**src/rtl/recon_writeback.sv**
```systemverilog
// Reconstruction write-back: clips pred+residual per lane and streams one MB into frame memory.
// Optional RECON_EDGE_SAVE_EN keeps the bottom row / right column of the MB for the next fetch.

module recon_clip #(
  parameter int RES_W = 9
) (
  input  logic [7:0]       pred_i,
  input  logic [RES_W-1:0] res_i,
  output logic [7:0]       pix_o
);
  localparam int SW = RES_W + 2;
  logic signed [SW-1:0] sum;

  // Wide enough that pred + residual can never wrap, so the sign bit is a true underflow flag.
  always_comb begin
    sum = $signed({{(SW-8){1'b0}}, pred_i}) + $signed({{2{res_i[RES_W-1]}}, res_i});
    if (sum[SW-1])          pix_o = 8'd0;
    else if (|sum[SW-2:8])  pix_o = 8'hff;
    else                    pix_o = sum[7:0];
  end
endmodule

module recon_writeback #(
  parameter int WIDTH     = 1280,
  parameter int LENGTH    = 720,
  parameter int MB_SIZE_W = 16,
  parameter int MB_SIZE_L = 16,
  parameter int RES_W     = 9,
  parameter int ADDR_W    = 20
) (
  input  logic                              clk,
  input  logic                              reset,
  input  logic                              start,
  input  logic [31:0]                       mbnumber,
  input  logic                              in_valid,
  output logic                              in_ready,
  input  logic [MB_SIZE_W-1:0][7:0]         pred_row,
  input  logic [MB_SIZE_W-1:0][RES_W-1:0]   residual_row,
  output logic                              wr_en,
  output logic [ADDR_W-1:0]                 wr_addr,
  output logic [7:0]                        wr_data,
  output logic                              busy,
  output logic                              done
`ifdef RECON_EDGE_SAVE_EN
  ,
  output logic [MB_SIZE_W-1:0][7:0]         next_top,
  output logic [MB_SIZE_L-1:0][7:0]         next_left
`endif
);
  localparam int CW = (MB_SIZE_W > 1) ? $clog2(MB_SIZE_W) : 1;
  localparam int RW = (MB_SIZE_L > 1) ? $clog2(MB_SIZE_L) : 1;

  localparam logic [1:0] S_IDLE  = 2'd0;
  localparam logic [1:0] S_WAIT  = 2'd1;
  localparam logic [1:0] S_WRITE = 2'd2;
  localparam logic [1:0] S_DONE  = 2'd3;

  generate
    if (longint'(WIDTH) * longint'(LENGTH) > (longint'(1) << ADDR_W))
      $error("ADDR_W too small for WIDTH*LENGTH");
  endgenerate

  logic [1:0]                 state_q, state_d;
  logic [RW-1:0]              r_q, r_d;
  logic [CW-1:0]              c_q, c_d;
  logic [ADDR_W-1:0]          base_q, base_d;
  logic [MB_SIZE_W-1:0][7:0]  pix_q, pix_d;
  logic [MB_SIZE_W-1:0][7:0]  clip_row;
  logic                       row_take;
  logic                       last_c, last_r;

  genvar g;
  generate
    for (g = 0; g < MB_SIZE_W; g++) begin : g_lane
      recon_clip #(.RES_W(RES_W)) u_clip (
        .pred_i (pred_row[g]),
        .res_i  (residual_row[g]),
        .pix_o  (clip_row[g])
      );
    end
  endgenerate

  assign in_ready = (state_q == S_WAIT);
  assign row_take = in_ready & in_valid;
  assign wr_en    = (state_q == S_WRITE);
  assign busy     = (state_q != S_IDLE);
  assign done     = (state_q == S_DONE);
  assign last_c   = (c_q == CW'(MB_SIZE_W - 1));
  assign last_r   = (r_q == RW'(MB_SIZE_L - 1));
  assign wr_addr  = wr_en ? (base_q + ADDR_W'(c_q)) : '0;
  assign wr_data  = wr_en ? pix_q[c_q] : 8'd0;

  // base_q tracks the address of the MB's left pixel on the current row.
  always_comb begin
    state_d = state_q;
    r_d     = r_q;
    c_d     = c_q;
    base_d  = base_q;
    pix_d   = pix_q;
    case (state_q)
      S_IDLE: if (start) begin
        state_d = S_WAIT;
        r_d     = '0;
        c_d     = '0;
        base_d  = ADDR_W'(mbnumber[31:16]) * ADDR_W'(WIDTH) + ADDR_W'(mbnumber[15:0]);
      end
      S_WAIT: if (row_take) begin
        state_d = S_WRITE;
        c_d     = '0;
        pix_d   = clip_row;
      end
      S_WRITE: begin
        c_d = c_q + 1'b1;
        if (last_c) begin
          c_d = '0;
          if (last_r) state_d = S_DONE;
          else begin
            state_d = S_WAIT;
            r_d     = r_q + 1'b1;
            base_d  = base_q + ADDR_W'(WIDTH);
          end
        end
      end
      default: state_d = S_IDLE;
    endcase
  end

  always_ff @(posedge clk) begin
    if (reset) begin
      state_q <= S_IDLE;
      r_q     <= '0;
      c_q     <= '0;
      base_q  <= '0;
      pix_q   <= '0;
    end else begin
      state_q <= state_d;
      r_q     <= r_d;
      c_q     <= c_d;
      base_q  <= base_d;
      pix_q   <= pix_d;
    end
  end

`ifdef RECON_EDGE_SAVE_EN
  logic [MB_SIZE_W-1:0][7:0] top_q;
  logic [MB_SIZE_L-1:0][7:0] left_q;

  always_ff @(posedge clk) begin
    if (reset) begin
      top_q  <= {MB_SIZE_W{8'd128}};
      left_q <= {MB_SIZE_L{8'd128}};
    end else if (wr_en) begin
      if (last_r) top_q[c_q]  <= wr_data;
      if (last_c) left_q[r_q] <= wr_data;
    end
  end

  assign next_top  = top_q;
  assign next_left = left_q;
`endif

endmodule

```
**config.mk**
```make
export PLATFORM = sky130hd
export DESIGN_NAME = recon_writeback
export DESIGN_NICKNAME = d
export VERILOG_FILES = /design/src/rtl/recon_writeback.sv
export SDC_FILE = /design/constraint.sdc
export NUM_CORES = 1
export LEC_CHECK = 0
export CAP_MARGIN = 10
export CORE_MARGIN = 2
export CORE_UTILIZATION = 44
export CTS_BUF_LIST = sky130_fd_sc_hd__clkbuf_2 sky130_fd_sc_hd__clkbuf_4 sky130_fd_sc_hd__clkbuf_8
export DETAILED_ROUTE_END_ITERATION = 8
export GPL_TIMING_DRIVEN = 0
export PLACE_DENSITY = 0.83
export SKIP_LAST_GASP = 1
export SLEW_MARGIN = 20
export SYNTH_ARGS = -nofsm -noshare
export SYNTH_HDL_FRONTEND = slang
export SYNTH_HIERARCHICAL = 1
export SYNTH_SLANG_ARGS = --single-unit
```
**constraint.sdc**
```tcl
create_clock -name clk -period 3.05 [get_ports clk]
set_input_delay 0.61 -clock clk [delete_from_list [all_inputs] [get_ports clk]]
set_output_delay 0.61 -clock clk [all_outputs]
set_load 0.02 [all_outputs]
```
==> flow_summary.json, run 1 <==
{
  "detailedPlacementHpwl_mm": 42.7,
  "cts_tree": "done",
  "hold_class": "register to register",
  "critical_path.reg2reg.endpoint": "pix_q[22]",
  "critPathKind": "register to output pin",
  "remaining_drc_errors": 0,
  "drt-initial-drc-count": 1082,
  "cp_startpoint_kind": "register",
  "slew_headroom": 0.455,
  "syn_avg_cell_area_um2": 8.38,
  "cts-root-to-sink-buffers": 2,
  "tightestPinTransition_ns": 0.817,
  "worst_hold_startpoint": "pix_q[49]",
  "maxClockFrequency_ghz": 0.311,
  "r2r_start": "state_q[0]",
  "synth.yosys.seq_area_share": 0.181,
  "fp.dieH_um": 203,
  "final_core_utilization": 0.569,
  "grt_pass1_vias": 16930,
  "power.density_nw_per_um2": 340,
  "critPathSlowestCell": "sky130_fd_sc_hd__mux4_2",
  "critPathCaptureType": "output pin",
  "r2r_setup_slack_ns": 0.59,
  "floorplan.die_area_um2": 41400,
  "root_buffer_cell": "sky130_fd_sc_hd__clkbuf_8",
  "setup_repair_after_global_routing_missed_its_margin": "true",
  "layout_nets": 2952,
  "max-vdd-ir-drop_v": 0.000222,
  "mostFrequentLayoutCells": "331 x sky130_fd_sc_hd__nand2_1, 301 x sky130_fd_sc_hd__clkdlybuf4s50_1, 190 x sky130_fd_sc_hd__a21oi_1, 154 x sky130_fd_sc_hd__ha_1, 154 x sky130_fd_sc_hd__dfxtp_1",
  "synth_flop_cell": "sky130_fd_sc_hd__dfxtp_1",
  "routed_wl_mm": 52.4,
  "mostFrequentLayoutCell": "sky130_fd_sc_hd__nand2_1",
  "syn2layout_area_growth_pct": 28.4,
  "antenna_found_initial": 11,
  "timing_hold_violations_final": 0,
  "setup_slack_ns": -0.168,
  "final_min_period_over_clock_period": 1.05,
  "ys.warnings.count": 6,
  "post_drt_via_cell_ratio": 5.84,
  "critical_path.max_fanout": 8,
  "r2r.worst_path.cells": 7,
  "nFillCells": 3525,
  "drt_pass1_iterations": 5,
  "placeableCoreArea_um2": 39500,
  "final_critical_period_ns": 3.22,
  "timing.critical_path.required_ns": 2.44,
  "timing.hold.worst_endpoint": "pix_q[49]",
  "setup_viol_count_final": 13,
  "cts_made_buffers": 17,
  "floorplan.io_pins": 340,
  "overall_global_routing_usage": 0.244,
  "run_status": "finished, violations left",
  "timing.critical_path.from": "c_q[0]",
  "seqCellArea_um2": 3170,
  "cap_violations": 0,
  "multiInputGateArea_um2": 13900,
  "final_antenna_net_count": 0,
  "cts-htree-levels": 4,
  "grt_start_max_net_pins": 20,
  "floorplan.rows": 73,
  "global_route_wire_length_before_repair_mm": 83.0,
  "latest_clock_arrival_within_the_worst_skew_pair_ns": 0.48,
  "final.setup_skew_ns": 0.0175,
  "placedCellCount": 2947,
  "layout_cells_sized_above_1": 0.172,
  "net_count_synth": 2577,
  "buffer_ports.inserted": 334,
  "synthCells": 2088,
  "synth_seq_cells": 158,
  "final-max-slew-violation-count": 0,
  "drt-wirelength-per-cell_um": 17.4,
  "remaining_global_route_overflow": 0,
  "cts_hold_repair.buffers": 0,
  "starting_density_of_the_core": 0.443,
  "number_of_cells_on_the_worst_hold_path": 2,
  "netlist_area_um2": 17500,
  "total_power_after_layout_mw": 7.64,
  "worst-endpoint-arrival_ns": 2.61,
  "cts_num_sinks": 158,
  "timing.critical_path.cells": "buf_12 > buf_12 > buf_6 > mux4_2 > mux4_2 > and2_4 > buf_6",
  "critPathMaxStageDelay_ns": 0.52,
  "violated_checks": "negative setup slack",
  "async_reset_ff_frac": 0,
  "finish.cell_count_without_fillers": 3011,
  "yosysUniqueCellTypes": 73,
  "gp_congestion": 0.894,
  "synth_edf_count": 0,
  "reg_clk_slew_reported_paths_ns": 0.10,
  "total_number_of_vias": 17580,
  "leakage_nw": 8.42,
  "die_width_um": 203
}
worst max-delay path, delay by kind of cell, from the launching register on:
family,cells,cell delay [ns]
mux,2,1.03
simple gates,1,0.18
flops,1,0.40
buf+inv,4,0.51
through the flow:
step                instance area, µm²  hold slack, ns  TNS (ns)  setup slack [ns]
floorplan                        17500           0.432         0            0.0334
global route                     22500           0.473     -2.91            -0.271
detailed placement               21500           0.448    -12.62            -0.639
global placement                 21500           0.440     -9.15            -0.619
CTS                              22200           0.460     -1.50            -0.202
finish                           22500           0.459     -1.36            -0.168
worst max path at each step:
stage	endpoint	slack (ns)	cells after the start
floorplan	base_q[18]	0.03	12
global placement	base_q[18]	-0.62	13
detailed placement	base_q[18]	-0.64	12
CTS	wr_data[4]	-0.20	7
global route	wr_addr[12]	-0.27	10
finish	wr_data[5]	-0.17	7
kinds of logic after synthesis:
group,count (synthesis),synth area share
simple gates,645,0.179
mux,41,0.0531
xor+xnor,82,0.0411
fa+ha+maj,181,0.138
flops,158,0.181
compound gates,822,0.369
buf+inv,159,0.0393
layout make-up:
class                   count  share of cell area
multi-input cells        1771               0.619
repair buffers            357               0.159
flip-flops and latches    158               0.141
well taps                 525              0.0292
plain buffers              87              0.0213
inverters                  71              0.0119
clock buffers              17              0.0104
clock inverters            15             0.00702
diodes                     10             0.00111
registers in the layout, summed over array words and instances (netlist names):
| name | flops |
|---|---|
| c_q | 4 |
| pix_q | 128 |
| r_q | 4 |
| base_q | 20 |
| state_q | 2 |
cells in the mapped netlist, types with 5 or more instances:
cell,instances,area share
sky130_fd_sc_hd__a2111oi_4,16,0.025
sky130_fd_sc_hd__a211oi_1,27,0.012
sky130_fd_sc_hd__a211oi_2,32,0.023
sky130_fd_sc_hd__a21o_1,41,0.018
sky130_fd_sc_hd__a21oi_1,197,0.056
sky130_fd_sc_hd__a21oi_2,16,0.0080
sky130_fd_sc_hd__a21oi_4,16,0.015
sky130_fd_sc_hd__a221oi_1,18,0.0090
sky130_fd_sc_hd__a22o_1,16,0.0080
sky130_fd_sc_hd__a22oi_1,19,0.0082
sky130_fd_sc_hd__a2bb2oi_1,112,0.056
sky130_fd_sc_hd__a311o_1,16,0.0092
sky130_fd_sc_hd__a311oi_1,16,0.0080
sky130_fd_sc_hd__a31oi_1,6,0.0021
sky130_fd_sc_hd__and2_0,16,0.0057
sky130_fd_sc_hd__and2_1,15,0.0054
sky130_fd_sc_hd__and3_4,16,0.010
sky130_fd_sc_hd__buf_2,36,0.010
sky130_fd_sc_hd__clkbuf_1,43,0.0092
sky130_fd_sc_hd__dfxtp_1,158,0.18
sky130_fd_sc_hd__fa_1,19,0.022
sky130_fd_sc_hd__ha_1,162,0.12
sky130_fd_sc_hd__inv_1,55,0.012
sky130_fd_sc_hd__inv_2,16,0.0034
sky130_fd_sc_hd__mux4_2,35,0.045
sky130_fd_sc_hd__nand2_1,333,0.071
sky130_fd_sc_hd__nand2_2,16,0.0057
sky130_fd_sc_hd__nand3_1,8,0.0023
sky130_fd_sc_hd__nand4_1,8,0.0029
sky130_fd_sc_hd__nor2_1,80,0.017
sky130_fd_sc_hd__nor2_2,16,0.0057
sky130_fd_sc_hd__nor2b_1,24,0.0086
sky130_fd_sc_hd__nor3_1,26,0.0074
sky130_fd_sc_hd__nor3b_1,48,0.021
sky130_fd_sc_hd__nor4_1,19,0.0068
sky130_fd_sc_hd__o2111a_1,16,0.010
sky130_fd_sc_hd__o211ai_1,5,0.0021
sky130_fd_sc_hd__o211ai_2,16,0.011
sky130_fd_sc_hd__o21a_1,17,0.0073
sky130_fd_sc_hd__o21ai_0,127,0.036
sky130_fd_sc_hd__o21ai_1,34,0.0097
sky130_fd_sc_hd__o21ai_2,32,0.016
sky130_fd_sc_hd__o221ai_2,16,0.014
sky130_fd_sc_hd__xnor2_1,37,0.019
sky130_fd_sc_hd__xor2_1,45,0.023
metal layers:
metal / track usage / vias to the layer above / wire length [µm]
li1: - / 8676 / -
met1: 0.297 / 8262 / 21900
met2: 0.429 / 546 / 25600
met3: 0.0463 / 94 / 3250
met4: 0.0845 / 2 / 1600
met5: 0 / - / 10
power breakdown:
part	total [mW]	switching (mW)	internal, mW
clock network	1.58	0.956	0.619
registers	2.26	0.0936	2.17
logic	3.80	1.98	1.82
repair_timing:
item / 4_1_cts / 5_1_grt
setup endpoints to repair: 35 / 34
pin swaps: 13 / 32
gates resized for setup: 170 / 58
setup buffers: 13 / 10
gates cloned: 1 / 0
Power figures use the tool's default switching activity.
==> run 2: changes to the inputs <==
- DONT_BUFFER_PORTS: not set -> 1
- PLACE_DENSITY: 0.83 -> 0.72
- SKIP_LAST_GASP: 1 -> not set
==> flow_summary.json, run 2 (synthesis results as in run 1) <==
{
  "run_status": "finished, violations left",
  "violated_checks": "negative setup slack",
  "placeableCoreArea_um2": 39500,
  "global_route_wire_length_before_repair_mm": 78.2,
  "final.setup_skew_ns": 0.0138,
  "power.density_nw_per_um2": 381,
  "setup_viol_count_final": 11,
  "buffer_ports.inserted": 0,
  "critPathCaptureType": "output pin",
  "timing_hold_violations_final": 0,
  "detailedPlacementHpwl_mm": 40.9,
  "slew_headroom": 0.466,
  "grt_start_max_net_pins": 20,
  "fp.dieH_um": 203,
  "finish.cell_count_without_fillers": 2654,
  "cts-root-to-sink-buffers": 2,
  "antenna_found_initial": 2,
  "cts_num_sinks": 158,
  "crit_end": "wr_data[2]",
  "dpl_cell_area_um2": 18200,
  "seqPwrFrac": 0.315,
  "gp_congestion": 0.905,
  "max-vdd-ir-drop_v": 0.000194,
  "power.clock.fraction": 0.228,
  "final-max-slew-violation-count": 0,
  "total_number_of_vias": 16109,
  "mostFrequentLayoutCells": "331 x sky130_fd_sc_hd__nand2_1, 194 x sky130_fd_sc_hd__a21oi_1, 160 x sky130_fd_sc_hd__ha_1, 154 x sky130_fd_sc_hd__dfxtp_1, 127 x sky130_fd_sc_hd__o21ai_0",
  "timing.critical_path.from": "c_q[0]",
  "setup_slack_ns": -0.0883,
  "leakage_nw": 6.83,
  "cts_made_buffers": 17,
  "seqCellArea_um2": 3170,
  "grt_pass1_vias": 15338,
  "r2r_setup_slack_ns": 0.36,
  "critPathKind": "register to output pin",
  "final_antenna_net_count": 0,
  "root_buffer_cell": "sky130_fd_sc_hd__clkbuf_8",
  "mostFrequentLayoutCell": "sky130_fd_sc_hd__nand2_1",
  "p_int_mw": 4.24,
  "cts_hold_repair.buffers": 0,
  "placedCellCount": 2613,
  "cts-htree-levels": 4,
  "layout_nets": 2605,
  "post_route_cell_area_um2": 18900,
  "cap_violations": 0,
  "hold_class": "input port to register",
  "cp_startpoint_kind": "register",
  "worst_hold_startpoint": "mbnumber[5]",
  "critical_path.max_fanout": 6,
  "tightestPinTransition_ns": 0.800,
  "setup_repair_after_global_routing_missed_its_margin": "true",
  "starting_density_of_the_core": 0.443,
  "drt-initial-drc-count": 982,
  "fraction_of_power_consumed_by_combinational_cells": 0.458,
  "remaining_global_route_overflow": 0,
  "drt_pass1_iterations": 5,
  "latest_clock_arrival_within_the_worst_skew_pair_ns": 0.48,
  "drt-wirelength-per-cell_um": 18.8,
  "final_min_period_over_clock_period": 1.03,
  "largest-register": "pix_q",
  "overall_global_routing_usage": 0.232,
  "biggestRegsByFlops": "pix_q: 128 flops, base_q: 20 flops",
  "syn2layout_area_growth_pct": 7.99,
  "antenna_cells": 0,
  "die_width_um": 203,
  "switchingPower_mw": 2.95,
  "worst-endpoint-arrival_ns": 2.53,
  "final_critical_period_ns": 3.14,
  "largest_register_ffs": 128,
  "layout_cells_sized_above_1": 0.180,
  "floorplan.rows": 73,
  "multiInputGateArea_um2": 13800,
  "floorplan.die_area_um2": 41400,
  "post_drt_via_cell_ratio": 6.07,
  "power_switching_share": 0.410,
  "r2r.worst_path.cells": 7,
  "nFillCells": 3819,
  "routed_wl_mm": 49.8,
  "reg_clk_slew_reported_paths_ns": 0.11,
  "critical_path.reg2reg.endpoint": "pix_q[6]",
  "cts_tree": "done",
  "remaining_drc_errors": 0,
  "floorplan.io_pins": 340,
  "number_of_cells_on_the_worst_hold_path": 2,
  "r2r_start": "state_q[0]",
  "maxClockFrequency_ghz": 0.319,
  "timing.critical_path.required_ns": 2.44
}
run 2: changes by cell type in the layout (fill, tap and decap cells not counted), moves of 5 or more:
cell,before,now
sky130_fd_sc_hd__buf_4,25,8
sky130_fd_sc_hd__dlymetal6s2s_1,6,0
sky130_fd_sc_hd__ha_4,7,1
sky130_fd_sc_hd__buf_2,39,34
sky130_fd_sc_hd__nor2_1,79,66
sky130_fd_sc_hd__clkdlybuf4s50_1,301,0
sky130_fd_sc_hd__ha_1,154,160
sky130_fd_sc_hd__buf_6,16,3
sky130_fd_sc_hd__nor2_2,17,29
sky130_fd_sc_hd__diode_2,10,0
run 2: what timing repair did:
action,CTS,global route
gates resized for setup,52,19
pin swaps,8,10
setup buffers,5,3
setup endpoints to repair,24,23
cloned,0,2
run 2: worst max-delay path: stages (launching register included):
cell and delay [ns]:
sky130_fd_sc_hd__dfxtp_4 0.39, sky130_fd_sc_hd__buf_6 0.18, sky130_fd_sc_hd__buf_12 0.14, sky130_fd_sc_hd__mux4_4 0.65, sky130_fd_sc_hd__mux4_2 0.48, sky130_fd_sc_hd__and2_4 0.21
run 2: how the worst min path moves through the flow:
stage | endpoint
floorplan | pix_q[40]
CTS | base_q[5]
global placement | pix_q[95]
global route | base_q[2]
finish | base_q[5]
detailed placement | pix_q[56]
run 2: cell type report:
class | count | share of cell area
Sequential cell | 158 | 0.168
Buffer | 87 | 0.0248
Inverter | 71 | 0.0141
Clock inverter | 15 | 0.00993
Timing Repair Buffer | 10 | 0.00649
Tap cell | 525 | 0.0348
Multi-Input combinational cell | 1771 | 0.730
Clock buffer | 17 | 0.0124
run 2: layer usage:
layer  vias to the layer above  share of wire  GRT usage
li1                       7979              -          -
met3                        72          0.057     0.0444
met4                         4          0.024     0.0628
met2                       439           0.48      0.398
met5                         -        0.00060          0
met1                      7615           0.44      0.297
run 2: through the flow:
step / setup slack (ns) / setup TNS [ns] / power, mW / util / hold WS (ns)
2_1_floorplan: 0.0334 / 0 / 4.90 / - / 0.432
3_3_place_gp: -0.0966 / -0.310 / 5.44 / 0.460 / 0.441
3_5_place_dp: -0.146 / -0.455 / 5.54 / 0.460 / 0.444
4_1_cts: -0.0948 / -0.472 / 7.18 / 0.476 / 0.241
5_1_grt: -0.216 / -2.06 / 7.64 / 0.479 / 0.245
6_report: -0.0883 / -0.465 / 7.19 / 0.479 / 0.264
run 2: power groups by stage:
| stage | logic [mW] | registers [mW] | clock network, mW |
|---|---|---|---|
| floorplan | 2.63 | 2.27 | 0 |
| global placement | 3.14 | 2.30 | 0 |
| CTS | 3.26 | 2.26 | 1.66 |
| finish | 3.29 | 2.26 | 1.64 |
| global route | 3.63 | 2.28 | 1.73 |
| detailed placement | 3.24 | 2.31 | 0 |
==> run 3: changes to the inputs <==
- RECOVER_POWER: not set -> 50
==> flow_summary.json, run 3 (synthesis results as in run 1) <==
{
  "setup_repair_after_global_routing_missed_its_margin": "true",
  "critical_path.max_fanout": 6,
  "cts-htree-levels": 4,
  "remaining_global_route_overflow": 0,
  "total_power_after_layout_mw": 7.19,
  "critical_path.n_buffers_inverters": 2,
  "largest_register_ffs": 128,
  "cts-root-to-sink-buffers": 2,
  "maxClockFrequency_ghz": 0.319,
  "dpl_cell_area_um2": 18200,
  "critical_path.reg2reg.endpoint": "pix_q[122]",
  "layout_nets": 2605,
  "hold_class": "input port to register",
  "antenna_found_initial": 2,
  "drt-initial-drc-count": 993,
  "timing.hold.worst_endpoint": "base_q[5]",
  "fp.dieH_um": 203,
  "r2r.worst_path.cells": 7,
  "final_min_period_over_clock_period": 1.03,
  "fin_setup_tns_ns": -0.479,
  "grt_start_max_net_pins": 20,
  "final_core_utilization": 0.479,
  "timing.critical_path.cells": "buf_6 > buf_12 > mux4_4 > mux4_2 > and2_4",
  "final_critical_period_ns": 3.14,
  "final.setup_skew_ns": 0.0132,
  "violated_checks": "negative setup slack",
  "buffer_ports.inserted": 0,
  "worst_hold_startpoint": "mbnumber[5]",
  "global_route_wire_length_before_repair_mm": 78.2,
  "floorplan.io_pins": 340,
  "drt_pass1_iterations": 7,
  "number_of_cells_on_the_worst_hold_path": 2,
  "max-vdd-ir-drop_v": 0.000194,
  "leakage_nw": 6.81,
  "floorplan.die_area_um2": 41400,
  "post_route_cell_area_um2": 18900,
  "die_width_um": 203,
  "cts_made_buffers": 17,
  "timing_hold_violations_final": 0,
  "timing.critical_path.required_ns": 2.44,
  "final-max-slew-violation-count": 0,
  "nFillCells": 3821,
  "r2r_start": "state_q[0]",
  "placeableCoreArea_um2": 39500,
  "overall_global_routing_usage": 0.232,
  "mostFrequentLayoutCell": "sky130_fd_sc_hd__nand2_1",
  "floorplan.rows": 73,
  "total_number_of_vias": 16119,
  "critPathKind": "register to output pin",
  "tightestPinTransition_ns": 0.878,
  "biggestRegsByFlops": "pix_q: 128 flops, base_q: 20 flops",
  "critPathMaxStageDelay_ns": 0.65,
  "cp_startpoint_kind": "register",
  "r2r_setup_slack_ns": 0.17,
  "antenna_cells": 0,
  "critPathCaptureType": "output pin",
  "run_status": "finished, violations left",
  "latest_clock_arrival_within_the_worst_skew_pair_ns": 0.48,
  "final_antenna_net_count": 0,
  "finish.cell_count_without_fillers": 2654,
  "cap_violations": 0,
  "routed_wl_mm": 49.7,
  "slew_headroom": 0.415,
  "gp_congestion": 0.905,
  "power.density_nw_per_um2": 381,
  "placedCellCount": 2613,
  "starting_density_of_the_core": 0.443,
  "reg_clk_slew_reported_paths_ns": 0.11,
  "cts_num_sinks": 158,
  "worst-endpoint-arrival_ns": 2.53,
  "root_buffer_cell": "sky130_fd_sc_hd__clkbuf_8",
  "mostFrequentLayoutCells": "331 x sky130_fd_sc_hd__nand2_1, 195 x sky130_fd_sc_hd__a21oi_1, 161 x sky130_fd_sc_hd__ha_1, 154 x sky130_fd_sc_hd__dfxtp_1, 127 x sky130_fd_sc_hd__o21ai_0",
  "syn2layout_area_growth_pct": 7.92,
  "layout_cells_sized_above_1": 0.177,
  "setup_viol_count_final": 11,
  "largest-register": "pix_q",
  "drt-wirelength-per-cell_um": 18.7,
  "grt_pass1_vias": 15338,
  "remaining_drc_errors": 0,
  "cts_tree": "done",
  "post_drt_via_cell_ratio": 6.07,
  "critPathSlowestCell": "sky130_fd_sc_hd__mux4_4",
  "cts_hold_repair.buffers": 0,
  "worst_path_dominant_cell_family": "multiplexers",
  "detailedPlacementHpwl_mm": 40.9,
  "setup_slack_ns": -0.0883
}
run 3: changes by cell type in the layout (fill, tap and decap cells not counted), moves of 3 or more:
cell,change
sky130_fd_sc_hd__clkbuf_1,+5
sky130_fd_sc_hd__clkbuf_2,+3
sky130_fd_sc_hd__and2_0,+3
sky130_fd_sc_hd__buf_2,-7
sky130_fd_sc_hd__and2_1,-3
run 3: what timing repair did:
action                                  CTS  global route
pin swaps                                 8            10
buffers inserted                          5             3
cloned                                    0             2
endpoints found under the setup margin   24            23
gates resized for setup                  52            19
run 3: how the worst max path moves through the flow:
stage	start	end	depth (start not counted)
final	c_q[0]	wr_data[2]	5
after global routing	c_q[0]	wr_addr[14]	9
after CTS	c_q[0]	wr_addr[12]	9
after detailed placement	mbnumber[18]	base_q[15]	13
after global placement	mbnumber[17]	base_q[18]	12
after floorplan	mbnumber[17]	base_q[18]	12
run 3: final cells by class:
cell class | count | area (µm²) | share of cell area
clock inverters | 15 | 188 | 0.00994
flip-flops and latches | 158 | 3170 | 0.168
inverters | 71 | 267 | 0.0141
multi-input cells | 1771 | 13800 | 0.730
well taps | 525 | 657 | 0.0348
plain buffers | 87 | 464 | 0.0246
repair buffers | 10 | 123 | 0.00649
clock buffers | 17 | 234 | 0.0124
run 3: report_power, final:
group          switching [mW]  internal, mW
clock network           0.999         0.639
logic                    1.85          1.43
registers              0.0944          2.17
total                    2.95          4.24
run 3: through the flow:
stage,setup WS [ns],hold WS (ns)
after floorplan,0.0334,0.432
after global placement,-0.0966,0.441
after detailed placement,-0.146,0.444
after CTS,-0.0948,0.241
after global routing,-0.216,0.245
final,-0.0883,0.262
run 3: routing by layer:
metal  vias to the layer above  wire (µm)  global-route usage
li1                       7984          -                   -
met1                      7638      22000               0.297
met2                       423      23700               0.398
met3                        70       2800              0.0444
met4                         4       1190              0.0628
met5                         -         30                   0
